File: src/rtl/arb_pkg.sv
// Shared types, widths and the rotating-priority search for the round-robin arbiter.
package arb_pkg;

    localparam int unsigned NUM_REQ = 8;
    localparam int unsigned IDX_W   = 3;
    localparam int unsigned HOLD_W  = 8;

    typedef enum logic [0:0] {
        ARB_IDLE,
        ARB_GRANT
    } arb_state_e;

    typedef struct packed {
        logic             found;
        logic [IDX_W-1:0] idx;
    } pick_t;

    // Rotate the mask down by start, take the lowest set bit, rotate the index back.
    function automatic pick_t rr_pick(input logic [NUM_REQ-1:0] mask,
                                      input logic [IDX_W-1:0]   start);
        logic [2*NUM_REQ-1:0] dbl;
        logic [NUM_REQ-1:0]   rot;
        pick_t                p;
        dbl = {mask, mask} >> start;
        rot = dbl[NUM_REQ-1:0];
        p   = '0;
        for (int j = NUM_REQ - 1; j >= 0; j--) begin
            if (rot[j]) begin
                p.found = 1'b1;
                p.idx   = start + IDX_W'(j);
            end
        end
        return p;
    endfunction

endpackage

File: src/rtl/grant_index_encoder.sv
// One-hot to binary encoder for the grant vector; a zero input encodes to 0.
module grant_index_encoder
    import arb_pkg::*;
(
    input  logic [NUM_REQ-1:0] onehot,
    output logic [IDX_W-1:0]   idx
);

    always_comb begin
        idx = '0;
        for (int i = 0; i < NUM_REQ; i++) begin
            if (onehot[i]) idx = idx | IDX_W'(i);
        end
    end

endmodule

File: src/rtl/rr_grant_arbiter_8.sv
// Eight-way round-robin arbiter with registered one-hot grant, held while the owner
// keeps requesting, and an optional hold limit that forces re-arbitration under contention.
module rr_grant_arbiter_8
    import arb_pkg::*;
#(
    parameter int unsigned MAX_HOLD = 16
) (
    input  logic               clk,
    input  logic               rst,
    input  logic [NUM_REQ-1:0] req,
    output logic [NUM_REQ-1:0] gnt,
    output logic [IDX_W-1:0]   gnt_idx,
    output logic               gnt_vld
);

    localparam logic [HOLD_W-1:0] HoldLast = HOLD_W'((MAX_HOLD == 0) ? 0 : MAX_HOLD - 1);
    localparam logic [HOLD_W-1:0] HoldMax  = '1;

    arb_state_e         state_q, state_d;
    logic [IDX_W-1:0]   ptr_q, ptr_d;
    logic [HOLD_W-1:0]  hold_q, hold_d;
    logic [NUM_REQ-1:0] gnt_q, gnt_d;
    logic [NUM_REQ-1:0] others;
    logic [IDX_W-1:0]   cur_idx;
    logic               hand_off;
    pick_t              pick;

    grant_index_encoder u_enc (
        .onehot (gnt_q),
        .idx    (cur_idx)
    );

    // Owner is masked out: in IDLE gnt_q is zero, and on release the owner bit is already low,
    // so one search serves initial grant, handoff and forced preemption alike.
    assign others = req & ~gnt_q;
    assign pick   = rr_pick(others, ptr_q);

    always_comb begin
        state_d  = state_q;
        ptr_d    = ptr_q;
        hold_d   = hold_q;
        gnt_d    = gnt_q;
        hand_off = 1'b0;
        unique case (state_q)
            ARB_IDLE: begin
                if (pick.found) hand_off = 1'b1;
            end
            ARB_GRANT: begin
                if (req[cur_idx]) begin
                    // >= so a counter that ran past the limit uncontended still yields at once
                    if (MAX_HOLD != 0 && hold_q >= HoldLast && pick.found) begin
                        hand_off = 1'b1;
                    end else if (hold_q != HoldMax) begin
                        hold_d = hold_q + 8'd1;
                    end
                end else if (pick.found) begin
                    hand_off = 1'b1;
                end else begin
                    state_d = ARB_IDLE;
                    gnt_d   = '0;
                    hold_d  = '0;
                end
            end
            default: begin
                state_d = ARB_IDLE;
                gnt_d   = '0;
                hold_d  = '0;
            end
        endcase
        if (hand_off) begin
            state_d = ARB_GRANT;
            gnt_d   = NUM_REQ'(1) << pick.idx;
            ptr_d   = pick.idx + 3'd1;
            hold_d  = '0;
        end
    end

    always_ff @(posedge clk or posedge rst) begin
        if (rst) begin
            state_q <= ARB_IDLE;
            ptr_q   <= '0;
            hold_q  <= '0;
            gnt_q   <= '0;
        end else begin
            state_q <= state_d;
            ptr_q   <= ptr_d;
            hold_q  <= hold_d;
            gnt_q   <= gnt_d;
        end
    end

    assign gnt     = gnt_q;
    assign gnt_idx = cur_idx;
    assign gnt_vld = |gnt_q;

endmodule

File: config.mk
export PLATFORM = sky130hd
export DESIGN_NAME = rr_grant_arbiter_8
export DESIGN_NICKNAME = d
export VERILOG_FILES = /design/src/rtl/arb_pkg.sv /design/src/rtl/grant_index_encoder.sv /design/src/rtl/rr_grant_arbiter_8.sv
export SDC_FILE = /design/constraint.sdc
export NUM_CORES = 1
export LEC_CHECK = 0
export CAP_MARGIN = 20
export CORE_ASPECT_RATIO = 1.5
export CORE_UTILIZATION = 58
export DETAILED_ROUTE_END_ITERATION = 16
export MAX_ROUTING_LAYER = met4
export PLACE_DENSITY = 0.81
export SLEW_MARGIN = 20
export SYNTH_ARGS = -nofsm -noshare
export SYNTH_HDL_FRONTEND = slang
export SYNTH_SLANG_ARGS = --single-unit
File: constraint.sdc
create_clock -name clk -period 3.7 [get_ports clk]
set_input_delay 0.555 -clock clk [delete_from_list [all_inputs] [get_ports clk]]
set_output_delay 0.555 -clock clk [all_outputs]
set_load 0.01 [all_outputs]
# ---- Yosys cells after proc, flatten, opt, wreduce, memory -nomap -nowiden
# Cells that the tools add are included.
dict set report totals {
  elab_cells 64
  ff_bits 20
  input_bits 10
  out_inout_bits 12
}
dict set report op_classes {
  n_addsub 9
  magnitude_cmp 2
  shift 2
  n_mux 33
  n_eq_ne 6
  n_reduce_logical 5
  bitwise 3
}
# operator count
set op_table {}
lappend op_table {{2-to-1 mux 8 bit} 9}
lappend op_table {{2-to-1 mux 4 bit} 8}
lappend op_table {{right shift 16 x 3 -> 8 bit} 1}
lappend op_table {{adder 3 bit, second input constant} 4}
lappend op_table {{2-to-1 mux 3 bit} 4}
lappend op_table {{adder 8 x 1 -> 8 bit, second input constant} 1}
lappend op_table {{bitwise AND 8 bit} 1}
lappend op_table {{greater-or-equal comparator 8 x 4 -> 1 bit, second input constant} 1}
lappend op_table {{2-to-1 mux 1 bit} 8}
lappend op_table {{!= test 8 bit, second input constant} 1}
lappend op_table {{inverter 8 bit} 1}
lappend op_table {{OR reduction 8 bit} 1}
lappend op_table {{left shift 1 x 3 -> 8 bit, first input constant} 1}
lappend op_table {{adder 3 x 1 -> 3 bit, second input constant} 2}
lappend op_table {{adder 3 x 2 -> 3 bit, second input constant} 2}
lappend op_table {{!= test 3 x 2 -> 1 bit, second input constant} 2}
lappend op_table {{< comparator 3 x 4 -> 1 bit, second input constant} 1}
lappend op_table {{2-to-1 mux 2 bit} 2}
lappend op_table {{!= test 2 bit, second input constant} 2}
lappend op_table {{AND reduction 4 bit} 1}
lappend op_table {{binary-select mux 1 bit (select 3 bit)} 1}
lappend op_table {{!= test 3 bit, second input constant} 1}
lappend op_table {{AND reduction 3 bit} 1}
lappend op_table {{one-hot mux 1 bit (2 select lines)} 1}
lappend op_table {{other kinds (3)} 3}

# ---- Logic depth before layout (Yosys ltp)
dict set report logic_depth {
  depth_word 17
  mapped_depth 14
  depth_no_buf 12
}

# ---- Hierarchy
# A second synthesis with hierarchy kept.
dict set report hier_totals {
  hier_cells 235
  hier_area_um2 2242.2
}
# module seq_area_each_um2 cells_per_inst area_each_um2 instances
set by_module_without_submodules {}
lappend by_module_without_submodules {rr_grant_arbiter_8 500.5 232 2219.6 1}
lappend by_module_without_submodules {grant_index_encoder 0.0 3 22.5 1}

# ---- Worst setup path after synthesis
# OpenSTA, ideal clock, no wires.
dict set report synth_timing {
  kind {input to register}
  startpoint {input port req[6]}
  endpoint {register ptr_q[2]}
  setup_time_ns 0.127
  required_time_ns 3.573
  stages 12
  setup_slack_ns 0.826
  arrival_time_ns 2.747
  cell_sequence {nor2b_2 a21o_1 mux4_2 a21oi_1 nor2_1 o311ai_1 a221o_1 nor3b_1 ha_1 ha_1 nand2_1 o21ai_0}
}
dict set report synth_between {
  elab_chain_cells 14
}
# element line
set synth_rtl {}
lappend synth_rtl {{from (decl)} rr_grant_arbiter_8.sv:10} ;# input logic [NUM_REQ-1:0] req,
lappend synth_rtl {{bitwise AND 8 bit} rr_grant_arbiter_8.sv:35} ;# assign others = req & ~gnt_q;
lappend synth_rtl {{right shift 16 x 3 -> 8 bit} arb_pkg.sv:24} ;# dbl = {mask, mask} >> start;
lappend synth_rtl {{2-to-1 mux 4 bit (8 in a row)} arb_pkg.sv:28} ;# if (rot[j]) begin
lappend synth_rtl {{logical AND 1 bit} rr_grant_arbiter_8.sv:51} ;# if (MAX_HOLD != 0 && hold_q >= HoldLast && pick.found) begin
lappend synth_rtl {{2-to-1 mux 1 bit} rr_grant_arbiter_8.sv:51}
lappend synth_rtl {{2-to-1 mux 1 bit} rr_grant_arbiter_8.sv:49} ;# if (req[cur_idx]) begin
lappend synth_rtl {{one-hot mux 1 bit (2 select lines)} rr_grant_arbiter_8.sv:44} ;# unique case (state_q)
lappend synth_rtl {{to (signal assigned)} rr_grant_arbiter_8.sv:86} ;# ptr_q <= ptr_d;
lappend synth_rtl {{to (decl)} rr_grant_arbiter_8.sv:20} ;# logic [IDX_W-1:0] ptr_q, ptr_d;
# Parallel ways exist; a longest one is shown, timed or not. The select of a mux whose other input is x is not followed.
# A chain may end at the register's enable or synchronous reset.

# ---- Worst setup path in the final report
dict set report layout_timing {
  startpoint {input port req[5]}
  endpoint {register ptr_q[2]}
}
# Same word-level chain as after synthesis.

==> impl_metrics.tcl <==
set metrics [dict create \
    tritoncts "yes" \
    cpMostUsedCell "ha_1" \
    synth_area_mm2 0.00220 \
    finalMaxSlewViolations 0 \
    drt-wirelength-per-cell_um 18.8 \
    ioPinCount 22 \
    die_area_mm2 0.00405 \
    synth.largest_area_cell "dfrtp_1" \
    clk_latency_ps 260 \
    drt_first_pass_iters 4 \
    ys_async_sr_fraction_pct 100 \
    r2r-start "ptr_q[0]" \
    cts-root-buf "clkbuf_8" \
    status "complete, no violations" \
    p_leak_uw 0.00108 \
    slew_headroom_pct 50.8 \
    critPathKind "primary input to flip-flop" \
    cts_setup_buffers 0 \
    yosys_warnings 0 \
    clk_pin_slew_ps 70 \
    synth_area_leaders "dfrtp_1, mux4_2, mux2i_1" \
    htreeDepth 1 \
    rrSetupSlack_ps 380 \
    yosysSeqAreaShare_pct 22.7 \
    hp-start "hold_q[6]" \
    avgSynthCellArea_um2 9.66 \
    fin_worst_skew_ps 7.27 \
    clock_path_buffers 2 \
    cp_max_fo 6 \
    routed_wl_um 5520 \
    dpl.hpwl_um 4350 \
    final_area_mm2 0.00247 \
    die_x_um 52.3 \
    p_int_uw 1200 \
    hold_ws_ps 548 \
    die_y_um 77.5 \
    netSwitchingFraction_pct 49.9 \
    route.detailed.drc 0 \
    combPwrFrac_pct 77.4 \
    worstMarginPinSlew_ps 736 \
    slowest_stage "mux4_2" \
    fin_crit_sh_pct 95.1 \
    port_buffers 21 \
    grt_pass1_wl_um 9000 \
    synth_cell_type_count 55 \
    min_period_ps 3520 \
    synthTopCellsByCount "dfrtp_1, nand2_1, a21oi_1, nor2_1" \
    cts_hold_buf 0 \
    startpoint_type "primary input" \
    antenna_found_initial 0 \
    p_switching_uw 1190 \
    num_rows 27 \
    ir_drop_mv 0.697 \
    pwr-share-clk_pct 6.9 \
    ys_ff_latch 20 \
    timing.rr.end "ptr_q[2]" \
    cap_violations 0 \
    gr-total-overflow 0 \
    required_ps 3830 \
    setup-violations-final 0 \
    path_buf_inv 1 \
    hold_violations 0 \
    start_util_pct 60.4 \
    synth_nets 247 \
    grt_max_degree 21 \
    p_per_area_mw_per_mm2 967 \
    drive_above_1_share_pct 17.5 \
    critPathTopFamily "multiplexers" \
    ys.flop_type "dfrtp_1" \
    syn2layout_area_growth_pct 12.3 \
    timing.critical_path.cells "clkdlybuf4s50_1 > nor2b_2 > mux4_2 > mux2i_1 > and4b_1 > o21ai_1 > o311ai_1 > a221o_1 > nor3b_1 > ha_1 > ha_1 > nand2_1 > o21ai_0" \
    holdPathStages 2 \
    viasPerCell 6.64 \
    ff2ff_path_depth 11 \
    diodes 0 \
    p_total_uw 2390 \
    endpoint_kind "flip-flop" \
    rsz0062_at_grt "no" \
    synth_top_area_share_pct 22.7 \
    fin_util_pct 67.8 \
    drtIter0Drc 82 \
    synthCells 228 \
    hold_end "hold_q[6]" \
    place_area_mm2 0.00242 \
    vias 1952 \
    grt_pass1_vias 1956 \
    worstPathArrival_ps 3650 \
    cts_resized 0 \
    cts_buffers 3 \
    cts_num_sinks 20 \
    hp-class "flip-flop to flip-flop" \
    core-area_mm2 0.00365 \
    fmax_mhz 284 \
    final_net_count 271 \
    ant_nets 0 \
    power_frac_seq_pct 15.6 \
    place.gp.congestion 0.940 \
    critPathMaxStageDelay_ps 570 \
    synth_edf_count 0 \
    setup-tns-final_ps 0 \
    grt_usage_pct 30.1 \
]
worst reg2reg max path, cell delays in order, from the launching register on:
cell      delay, ps
dfrtp_1         540
inv_2           320
mux4_2          610
mux2i_1         350
o21ai_1         150
o311ai_1        110
a221o_1         200
nor3b_1         260
ha_1            250
ha_1            240
nand2_1          70
o21ai_0          90
logic make-up after synthesis:
group	after synthesis	synth area share (%)
and+or+nand+nor	84	21.7
AOI/OAI and AO/OA	64	21.4
muxes	27	21.3
buffers and inverters	22	6.93
DFF	20	22.7
adders and majority gates	9	5.11
xor gates and xnor gates	2	0.795
worst max path at each step:
stage	cells after the start	from	endpoint	slack, ps
after floorplan	12	req[6]	ptr_q[2]	830
after global placement	13	req[5]	ptr_q[2]	50
after detailed placement	13	req[5]	ptr_q[2]	-30
after CTS	13	req[5]	ptr_q[2]	230
after global routing	13	req[5]	ptr_q[2]	10
final	13	req[5]	ptr_q[2]	180
layer usage:
| metal | wire, um | part of all wire, % | global-route usage [%] | vias up |
|---|---|---|---|---|
| met4 | 166 | 3.0 | 13.4 | 0 |
| met2 | 3050 | 55 | 51.8 | 55 |
| li1 | - | - | - | 922 |
| met3 | 209 | 3.8 | 2.35 | 15 |
| met5 | 0 | 0 | - | - |
| met1 | 2100 | 38 | 34.5 | 960 |
registers in the layout, summed over array words and instances, names as in the netlist:
signal / count
ptr_q: 3
gnt: 8
state_q: 1
hold_q: 8
metrics by stage:
stage | setup WS [ps] | instances
final | 182 | 294
after global routing | 10.0 | 294
after CTS | 228 | 294
after detailed placement | -29.2 | 290
after global placement | 54.9 | 290
after floorplan | 826 | 228
cell usage in the layout (no fill, tap or decap), drive strengths merged, types with 3 or more instances in the layout:
cell | synthesis | routed
a2111o | 3 | 3
a21o | 6 | 6
a21oi | 13 | 13
a31oi | 3 | 3
buf | 5 | 6
clkbuf | 3 | 4
clkdlybuf4s50 | 0 | 21
dfrtp | 20 | 20
ha | 9 | 9
inv | 14 | 14
mux2i | 12 | 12
mux4 | 15 | 15
nand2 | 20 | 20
nand2b | 8 | 8
nand3 | 11 | 11
nor2 | 13 | 13
nor2b | 9 | 9
nor3 | 5 | 5
nor3b | 3 | 3
nor4 | 5 | 5
o21ai | 18 | 18
or3 | 4 | 4
power by group through the flow:
| stage | Clock, uW | Combinational (uW) | Sequential [uW] |
|---|---|---|---|
| finish | 166 | 1850 | 374 |
| global route | 176 | 2020 | 388 |
| CTS | 166 | 1840 | 374 |
| detailed placement | 0 | 1830 | 378 |
| global placement | 0 | 1790 | 375 |
| floorplan | 0 | 1460 | 342 |
layout make-up:
class | instances | area (um^2)
inverter | 14 | 60.1
sequential | 20 | 500
fill | 297 | 1170
timing repair buffer | 27 | 255
tap | 43 | 53.8
clock buffer | 4 | 55.1
multi-input combinational | 186 | 1550
No activity file was read; power rests on OpenSTA's default activity.
==> RTL edit 1: new RTL, config.mk and constraints unchanged <==
Reset style: synchronous (`rst`), changed in one clocked block.
--- a/src/rtl/rr_grant_arbiter_8.sv
+++ b/src/rtl/rr_grant_arbiter_8.sv
@@ -76,5 +76,5 @@
     end
 
-    always_ff @(posedge clk or posedge rst) begin
+    always_ff @(posedge clk) begin
         if (rst) begin
             state_q <= ARB_IDLE;
Formal check against the unedited RTL: differs if rst is asserted again (counterexample within 4 cycles, from zero or initial values and one cycle with rst high); with rst held inactive, the same outputs for 10 cycles.
==> RTL edit 1 against the unedited design <==
  * Setup slack improved by 0.24 ns
  * Sequential cell count did not move
  * Combinational power rose by 6%
  * Synthesized area fell by 5.5%
  * Total power rose by 3.3%
  * Count of clock-buffer cells in the layout did not move
  * Global-route usage rose by 3.3 points
  * Cell area fell by 2.0%
  * Worst hold slack got worse by 0.033 ns
  * Routed wire length rose by 4.6%
==> RTL edit 1: results (changes against the unedited design) <==
INFO  detailed_routing drt_iter0_markers=91 [+11%]
INFO  critical_path  startpoint=req[3]
INFO  yosys          synth_area_leaders=dfxtp_1 (19%), mux4_2 (11%), ha_1 (5.4%), mux2i_1 (4.8%), nand2_1 (3.6%)
INFO  finish         nNetsFinal=291 [+7.4%]
INFO  floorplanning  dieArea=3840um2 [-5.3%]
INFO  yosys          synthesized_net_count=265 [+7.3%]
INFO  timing         final_critical_path_setup_slack=0.427ns [+0.245 ns]
INFO  critical_path  max_stage_delay=0.53ns [-0.04 ns]
INFO  timing         tightestPinTransition=0.517ns [-0.220 ns]
INFO  placed_design  numPlacedInstances=309 [+6.6%]
INFO  critical_path  r2r_setup_slack=0.62ns [+0.24 ns]
INFO  detailed_routing route.detailed.vias_per_inst=6.85 [+3.2%]
INFO  grt            number_of_global_route_vias_before_repair=2074 [+6.0%]
INFO  finish         layout.nonclk_buf_frac=0.118 [+0.0145]
INFO  finish         num-nonclk-buffers=31 [+15%]
INFO  worst_hold_path worst_min_path_start=hold_q[6]
INFO  pwr            power_leakage=0.899nW [-17%]
INFO  detailed_routing route.detailed.wl_per_inst=18.4um [-1.8%]
INFO  critical_path  reg2regPathDepth=10 [-1]
INFO  yosys          sequential_fraction_of_the_synthesis_area=0.192 [-0.0350]
INFO  grt            global_route.usage.total=0.335 [+0.0334]
INFO  grt            grt_pass1_wl=9.47mm [+5.3%]
INFO  pwr            power_switching=1.24mW [+4.0%]
INFO  critical_path  critical_path.endpoint=ptr_q[2]
INFO  timing         worst_hold_slack=0.516ns [-0.0328 ns]
INFO  yosys          distinct_cell_type_count_after_synthesis=61 [+11%]
INFO  yosys          synth-async-reset-ratio=0 [-1.00]
INFO  finish         fraction_of_area_in_multi_input_gates=0.650 [+0.0232]
INFO  placed_design  detailedPlacementHpwl=4.57mm [+5.0%]
INFO  finish         fillCellCount=284 [-4.4%]
INFO  run_status     run_status=finished clean
INFO  detailed_routing postRouteWirelength=5.77mm [+4.6%]
INFO  finish         flops_and_latches=20 [unchanged]
INFO  critical_path  timing.critical_path.arrival=3.41ns [-0.24 ns]
INFO  placed_design  post-place-ws=0.194ns [+0.223 ns]
INFO  worst_hold_path hold_path_end=hold_q[6]
RTL edit 1: power by group through the flow:
stage	combinational (mW)	clock (mW)	sequential, mW
final	1.96	0.163	0.350
after global routing	2.11	0.177	0.360
after detailed placement	1.93	0	0.352
after CTS	1.94	0.167	0.348
after floorplan	1.35	0	0.336
after global placement	1.90	0	0.351
RTL edit 1: layer usage:
metal | up-vias | routed length, um | share of wire | global-route usage
met2 | 62 | 3210 | 0.56 | 0.643
li1 | 1022 | - | - | -
met3 | 19 | 186 | 0.032 | 0.0259
met5 | - | 0 | 0 | -
met1 | 1042 | 2220 | 0.38 | 0.343
met4 | 0 | 156 | 0.027 | 0.139
RTL edit 1: cell families after synthesis:
logic type | Yosys count | synth area share
and+or+nand+nor | 105 | 0.301
AOI/OAI and AO/OA | 63 | 0.218
buffers and inverters | 25 | 0.0517
muxes | 24 | 0.183
adders and majority gates | 9 | 0.0541
DFF | 20 | 0.192
==> RTL edit 2: new RTL, config.mk and constraints unchanged <==
Made on the original files. The package constant `IDX_W` goes from 3 to 4.
--- a/src/rtl/arb_pkg.sv
+++ b/src/rtl/arb_pkg.sv
@@ -3,5 +3,5 @@
 
     localparam int unsigned NUM_REQ = 8;
-    localparam int unsigned IDX_W   = 3;
+    localparam int unsigned IDX_W   = 4;
     localparam int unsigned HOLD_W  = 8;
 
Ports: changed (resized gnt_idx); port bits go from 22 to 23. No check against the original RTL was run, so the function may have changed too.
==> RTL edit 2 against the unedited design <==
  * Setup slack improved by 0.12 ns
  * Sequential power up 7.5%
  * Critical path depth is 1 lower
  * First-iteration DRC count increased by 110%
  * Routed wire length rose by 20%
  * Synthesized area increased by 15%
  * Sequential share of layout area fell by 1.5 points
  * Synthesized cell count increased by 23%
  * Sequential cell count grew 1
  * Cell area rose by 14%
  * Cell count rose by 19%
  * Total power is 26% higher
  * Largest cell class unchanged
  * Highest routed layer unchanged
==> RTL edit 2: results (changes against the unedited design) <==
INFO  yosys          yosysTopAreaCellShare=0.208 [-0.0193]
INFO  cts            postCtsResizedCells=0 [unchanged]
INFO  worst_hold_path hold_path.class=flip-flop to flip-flop
INFO  yosys          synth_area_leaders=dfrtp_1 (21%), ha_1 (6.9%), buf_6 (3.6%), mux4_2 (3.6%), mux2i_1 (3.2%)
INFO  detailed_routing postRouteWirelength=6.64mm [+20%]
INFO  finish         layout-drive-gt1-share=0.164 [-0.0114]
INFO  timing         tightestPinTransition=0.777ns [+0.0405 ns]
INFO  cts            cts.clk_slew.worst_paths=0.08ns
INFO  run_status     run_status=finished clean
INFO  cts            cts_max_path_buffers=2 [unchanged]
INFO  pwr            power_leakage=1.23nW [+14%]
INFO  critical_path  max_stage_delay=0.55ns [-0.02 ns]
INFO  yosys          synthesis.yosys.warnings=0 [unchanged]
INFO  grt            met1_usage=0.340 [-0.00517]
INFO  grt            met3_usage=0.0249 [+0.00139]
INFO  cts            htreeDepth=1 [unchanged]
INFO  timing         fin_skew=0.00663ns [-0.000643 ns]
INFO  yosys          commonest_cells_post_synth=dfrtp_1 (21), nand2_1 (20), nor2_1 (17)
INFO  yosys          sequential_fraction_of_the_synthesis_area=0.208 [-0.0193]
INFO  grt            global_route.usage.total=0.298 [-0.00332]
INFO  grt            grt.met2_usage=0.522 [+0.00473]
INFO  detailed_routing route.vias.total=2386 [+22%]
INFO  critical_path  cpMaxStageDelayCell=or4bb_1
INFO  grt            grt_antenna_before_repair=0 [unchanged]
INFO  grt            pin_count_of_the_biggest_net_entering_global_routing=22 [+4.8%]
INFO  cts            postCtsSetupRepairBufs=0 [unchanged]
INFO  critical_path  timing.critical_path.arrival=3.52ns [-0.13 ns]
INFO  yosys          netlist_instances=281 [+23%]
INFO  timing         setup-violations-final=0 [unchanged]
INFO  cts            cts_inserted_buffers=3 [unchanged]
INFO  grt            grt_pass1_wl=10.9mm [+21%]
INFO  yosys          synthesized_net_count=305 [+23%]
INFO  placed_design  placed_area=2770um2 [+14%]
INFO  placed_design  detailedPlacementHpwl=5.21mm [+20%]
INFO  placed_design  number_of_buffers_added_on_ports=21 [unchanged]
INFO  finish         antennaDiodeCount=0 [unchanged]
INFO  placed_design  globalplace.congestion=1.03 [+9.2%]
INFO  yosys          synth-async-reset-ratio=1.00 [unchanged]
INFO  critical_path  worst-path-max-fanout=4 [-2]
INFO  placed_design  post-place-ws=0.0951ns [+0.124 ns]
INFO  cts            clk_root_buffer_cell=clkbuf_8
INFO  pwr            largest_voltage_drop_on_the_vdd_net=0.978mV [+40%]
INFO  critical_path  path_delay_family=compound AO/OA/AOI/OAI gates
INFO  grt            globalRouteOverflowTotal=0 [unchanged]
INFO  finish         nNetsFinal=330 [+22%]
INFO  detailed_routing drt_pre_antenna_iters=4 [unchanged]
INFO  finish         post_layout_nonfiller_instances=351 [+19%]
INFO  grt            number_of_global_route_vias_before_repair=2311 [+18%]
INFO  cts            clock_latency_of_the_later_clocked_register_in_the_worst_skew_pair=0.25ns
INFO  detailed_routing drt_iter0_markers=169 [+110%]
INFO  yosys          distinct_cell_type_count_after_synthesis=76 [+38%]
RTL edit 2: cell count changes in the layout (fill, tap and decap cells not counted), sizes merged, moves of 5 or more:
cell   delta
buf       +6
ha        +5
mux4     -11
nor2b     -7
o22ai     +5
RTL edit 2: worst reg2reg max path, cell delays in order (launching register included):
cell and delay, ns:
dfrtp_1 0.69, buf_4 0.28, nor4bb_1 0.43, o21ai_0 0.24
o211ai_2 0.14, a21oi_1 0.09, a211o_1 0.32, a311o_1 0.37
inv_1 0.09, ha_1 0.21, ha_1 0.25, nand2_1 0.05
o21ai_0 0.07
RTL edit 2: worst paths after layout:
| path | start | end | slack [ns] | cells after the start |
|---|---|---|---|---|
| max | req[4] | ptr_q[2] | 0.30 | 12 |
| min | state_q | state_q | 0.54 | 1 |
| max reg2reg | ptr_q[0] | ptr_q[2] | 0.34 | 12 |
| min reg2reg | state_q | state_q | 0.54 | 1 |
| max in group asynchronous | rst | ptr_q[0] | 2.47 | 2 |
| min in group asynchronous | rst | hold_q[3] | 0.74 | 2 |
RTL edit 2: area by class of cell:
type / count / area, um2
tap: 46 / 57.6
timing repair buffer: 33 / 300
clock inverter: 1 / 5.00
inverter: 14 / 52.6
clock buffer: 3 / 41.3
fill: 351 / 1400
multi-input combinational: 233 / 1830
sequential: 21 / 526
RTL edit 2: power breakdown:
part	switching (mW)	internal, mW
registers	0.113	0.290
logic	1.40	1.07
clock network	0.0690	0.0747
total	1.59	1.43
RTL edit 2: per-layer routing:
layer | share of wire | up-vias | wire length, um
met5 | 0 | - | 0
met1 | 0.39 | 1153 | 2610
met4 | 0.041 | 0 | 270
li1 | - | 1135 | -
met2 | 0.52 | 73 | 3480
met3 | 0.040 | 25 | 268
RTL edit 2: logic make-up after synthesis:
| group | count (synthesis) | share of synthesized area |
|---|---|---|
| AND/OR/NAND/NOR | 111 | 0.278 |
| AO/OA/AOI/OAI | 85 | 0.272 |
| buffers and inverters | 27 | 0.0678 |
| flip-flops | 21 | 0.208 |
| adder cells (fa/ha/maj) | 14 | 0.0693 |
| multiplexers | 14 | 0.0762 |
| XOR/XNOR | 8 | 0.0277 |
| other | 1 | 0.00148 |
